## src/rtl/mux_scanner.sv

```systemverilog
// Scans a downstream 4->1 mux: steps sel through channels 0..3, holds each for
// HOLD_CYCLES cycles, samples z at the end of each hold, and publishes the word.
module mux_scanner #(
   parameter int unsigned HOLD_CYCLES = 1
) (
   input  logic       clk,
   input  logic       rst,
   input  logic       start,
   input  logic       cont,
   input  logic       z,
   output logic [1:0] sel,
   output logic       busy,
   output logic       done,
   output logic [3:0] data_out
);

   typedef enum logic {
      IDLE = 1'b0,
      SCAN = 1'b1
   } state_t;

   localparam logic [7:0] HOLD_LAST = 8'(HOLD_CYCLES - 1);

   state_t     state_q;
   logic [1:0] chan_q;
   logic [7:0] hold_q;
   logic [3:0] word_q;
   logic [3:0] word_d;
   logic       busy_q;
   logic       done_q;
   logic [3:0] data_q;

   // Working word with the current channel's sample merged in.
   always_comb begin
      word_d         = word_q;
      word_d[chan_q] = z;
   end

   always_ff @(posedge clk or posedge rst) begin
      if (rst) begin
         state_q <= IDLE;
         chan_q  <= 2'd0;
         hold_q  <= 8'd0;
         word_q  <= 4'd0;
         busy_q  <= 1'b0;
         done_q  <= 1'b0;
         data_q  <= 4'd0;
      end else begin
         done_q <= 1'b0;
         case (state_q)
            IDLE: begin
               if (start) begin
                  state_q <= SCAN;
                  busy_q  <= 1'b1;
                  chan_q  <= 2'd0;
                  hold_q  <= 8'd0;
                  word_q  <= 4'd0;
               end
            end
            SCAN: begin
               if (hold_q != HOLD_LAST) begin
                  hold_q <= hold_q + 8'd1;
               end else begin
                  hold_q <= 8'd0;
                  word_q <= word_d;
                  if (chan_q != 2'd3) begin
                     chan_q <= chan_q + 2'd1;
                  end else begin
                     // Scan complete: publish, pulse done, then restart or idle.
                     chan_q <= 2'd0;
                     word_q <= 4'd0;
                     data_q <= word_d;
                     done_q <= 1'b1;
                     if (!cont) begin
                        state_q <= IDLE;
                        busy_q  <= 1'b0;
                     end
                  end
               end
            end
            default: state_q <= IDLE;
         endcase
      end
   end

   assign sel      = chan_q;
   assign busy     = busy_q;
   assign done     = done_q;
   assign data_out = data_q;

endmodule

```

## config.mk

```make
export PLATFORM = sky130hd
export DESIGN_NAME = mux_scanner
export DESIGN_NICKNAME = d
export VERILOG_FILES = /design/src/rtl/mux_scanner.sv
export SDC_FILE = /design/constraint.sdc
export NUM_CORES = 1
export LEC_CHECK = 0
export ABC_AREA = 1
export CAP_MARGIN = 20
export CORE_ASPECT_RATIO = 1.1
export CORE_UTILIZATION = 35
export CTS_CLUSTER_SIZE = 25
export DETAILED_ROUTE_END_ITERATION = 8
export MAX_ROUTING_LAYER = met4
export PLACE_DENSITY = 0.54
export SYNTH_ARGS = -nofsm -noshare
export SYNTH_HDL_FRONTEND = slang
export SYNTH_SLANG_ARGS = --single-unit
```

## constraint.sdc

```tcl
create_clock -name clk -period 1.8 [get_ports clk]
set_input_delay 0.36 -clock clk [delete_from_list [all_inputs] [get_ports clk]]
set_output_delay 0.36 -clock clk [all_outputs]
set_load 0.02 [all_outputs]
```

==> impl_metrics.ini <==
[status]
outcome = finished clean

[cts]
path_clk_slew_ps = 120
clock_latency_ps = 300
htreeDepth = 1
cts_tree = yes
cts-root-buf = clkbuf_4
cts.sinks = 20
clock_path_buffers = 2
cts_setup_buffers = 0
hold_buffers = 0
cts_made_buffers = 3

[synthesis]
yosysUniqueCellTypes = 19
synth-warning-count = 0
synth_nets = 166
synth_common_cells = nand2_1, dfrtp_1, inv_1, nand3_1, nor2_1
synth_area_leaders = dfrtp_1, nand2_1, nand3_1
yosys.area.top_type = dfrtp_1
synth_cells = 155
netlist_area_um2 = 1190
synth_edf_count = 0
yosysMostFrequentCell = nand2_1
synth-seq-cells = 20
syn_avg_cell_area_um2 = 7.70
synth_top_area_share_pct = 41.9
synth_ff_type = dfrtp_1
async_reset_ff_share_pct = 100
yosysSeqAreaShare_pct = 41.9

[floorplanning]
die_x_um = 57.7
coreArea_um2 = 3150
dieArea_um2 = 3650
rows = 21
ioPinCount = 13
dieHeight_um = 63.3
initial_utilization_pct = 37.9

[worst_setup_path]
reg2reg_from = sel[0]$_DFFE_PP0P_
reg2reg_depth = 6
critPathKind = flip-flop to output port
cp_data_required_time_ps = 1440
critPathSlowestCell = clkdlybuf4s50_1
path_buf_inv = 1
r2r_slack_ps = 350
crit_path_max_fanout = 5
slowest_delay_ps = 630
timing.rr.end = word_q[0]$_DFFE_PP0P_
cp-start-kind = flip-flop
crit_chain = clkdlybuf4s50_1
arrival_ps = 1360
critical_path.top_delay_family = buffers and inverters
critPathCaptureType = output port

[place]
gp_congestion = 0.849
place_ws_ps = 300
place.port_buffers = 12
hpwl_um = 1970
place_area_um2 = 1350

[run]
maxCapViolCount = 0

[global_routing]
grt_pass1_vias = 1035
antenna_found_initial = 0
gr-total-overflow = 0
grt_usage_pct = 16.3
grt_pass1_wl_um = 4550
grt_max_degree = 21

[sta]
fin_crit_ps = 1720
finalHoldViolations = 0
slew_violations = 0
worstMarginPinSlew_ps = 279
setup_viol = 0
rsz0062_at_grt = no
fin_setup_tns_ps = 0
max_freq_mhz = 583
postLayoutSetupSlackWorst_ps = 84.1
relSlewSlack_pct = 81.4
finalCritPeriodShare_pct = 95.3
fin_skew_ps = 4.29

[drt]
highest_layer = met4
wl_met2_um = 1250
drt-initial-drc-count = 20
via_count = 1032
drt-total-wl_um = 2470
ant_nets = 0
wire_per_inst_um = 12.1
drc = 0
via_per_inst = 5.06
dr.pass1.iters = 4
wl_met3_um = 47
m1WireLength_um = 1150

[cells_and_area]
final_area_um2 = 1380
nets = 182
drive_gt1_share_pct = 8.24
n_antenna_cell = 0
fin_util_pct = 43.8
syn2layout_area_growth_pct = 15.7

[power_and_ir_drop]
peakVddDrop_mv = 0.569
leakagePower_nw = 0.737
power_density_nw_per_um2 = 1320

[worst_hold_path]
hold_path.class = input port to asynchronous set/reset pin
==> power by group <==
part           internal (mW)  switching, mW
Combinational          0.374          0.513
Sequential             0.579         0.0961
Clock                  0.123          0.138
==> how the worst max path moves through the flow <==
stage,startpoint,to,cells past startpoint
global route,sel[1]$_DFFE_PP0P_,sel[1],1
CTS,sel[1]$_DFFE_PP0P_,sel[1],1
finish,sel[1]$_DFFE_PP0P_,sel[1],1
floorplan,sel[0]$_DFFE_PP0P_,word_q[0]$_DFFE_PP0P_,7
global placement,start,hold_q[0]$_DFFE_PP0P_,6
detailed placement,start,hold_q[3]$_DFFE_PP0P_,6
==> per-layer routing <==
layer,vias up,global-route usage [%]
li1,522,-
met1,498,20.2
met2,10,27.0
met3,2,2.05
met4,0,5.95
met5,-,-
==> registers in the layout (all words and copies together), names as in the netlist <==
signal    cells
busy          1
state_q       1
hold_q        8
data_out      4
sel           2
done          1
word_q        3
==> what timing repair did <==
| action | in CTS | in global routing |
|---|---|---|
| setup endpoints to repair | 1 | 0 |
| endpoints found under the hold margin | 0 | 0 |
| gates resized for setup | 1 | 0 |
==> cell usage in the layout (no fill, tap or decap), drive strengths merged <==
cell type / synthesis / final
nor3b: 3 / 3
nand3: 21 / 21
nor2: 16 / 16
buf: 4 / 3
dlygate4sd2: 0 / 1
clkdlybuf4s50: 0 / 11
clkbuf: 0 / 4
a21oi: 3 / 3
nand4: 6 / 6
dfrtp: 20 / 20
a31oi: 1 / 1
xor2: 2 / 2
o21ai: 6 / 6
inv: 20 / 20
nand2: 46 / 46
xnor2: 1 / 1
ha: 6 / 6
==> through the flow <==
step	std cells	power (mW)	hold WS, ps
after floorplan	155	1.27	324
after global placement	200	1.58	455
after detailed placement	200	1.58	458
after CTS	204	1.84	376
after global routing	204	1.99	375
final	204	1.82	377
==> layout make-up <==
cell class | count | area [um2]
Clock buffer | 4 | 36.3
Fill cell | 323 | 1770
Inverter | 20 | 75.1
Multi-Input combinational cell | 111 | 586
Sequential cell | 20 | 500
Tap cell | 34 | 42.5
Timing Repair Buffer | 15 | 141
==> cells by family (layout without fill, tap and decap cells) <==
kind of cell	count (synthesis)	count (layout)	synth area share, %
AND/OR/NAND/NOR	92	92	36.3
AO/OA/AOI/OAI	10	10	4.30
flip-flops	20	20	41.9
buffers and inverters	24	39	9.01
XOR/XNOR	3	3	2.20
adder cells (fa/ha/maj)	6	6	6.29
Power figures use the tool's default switching activity.
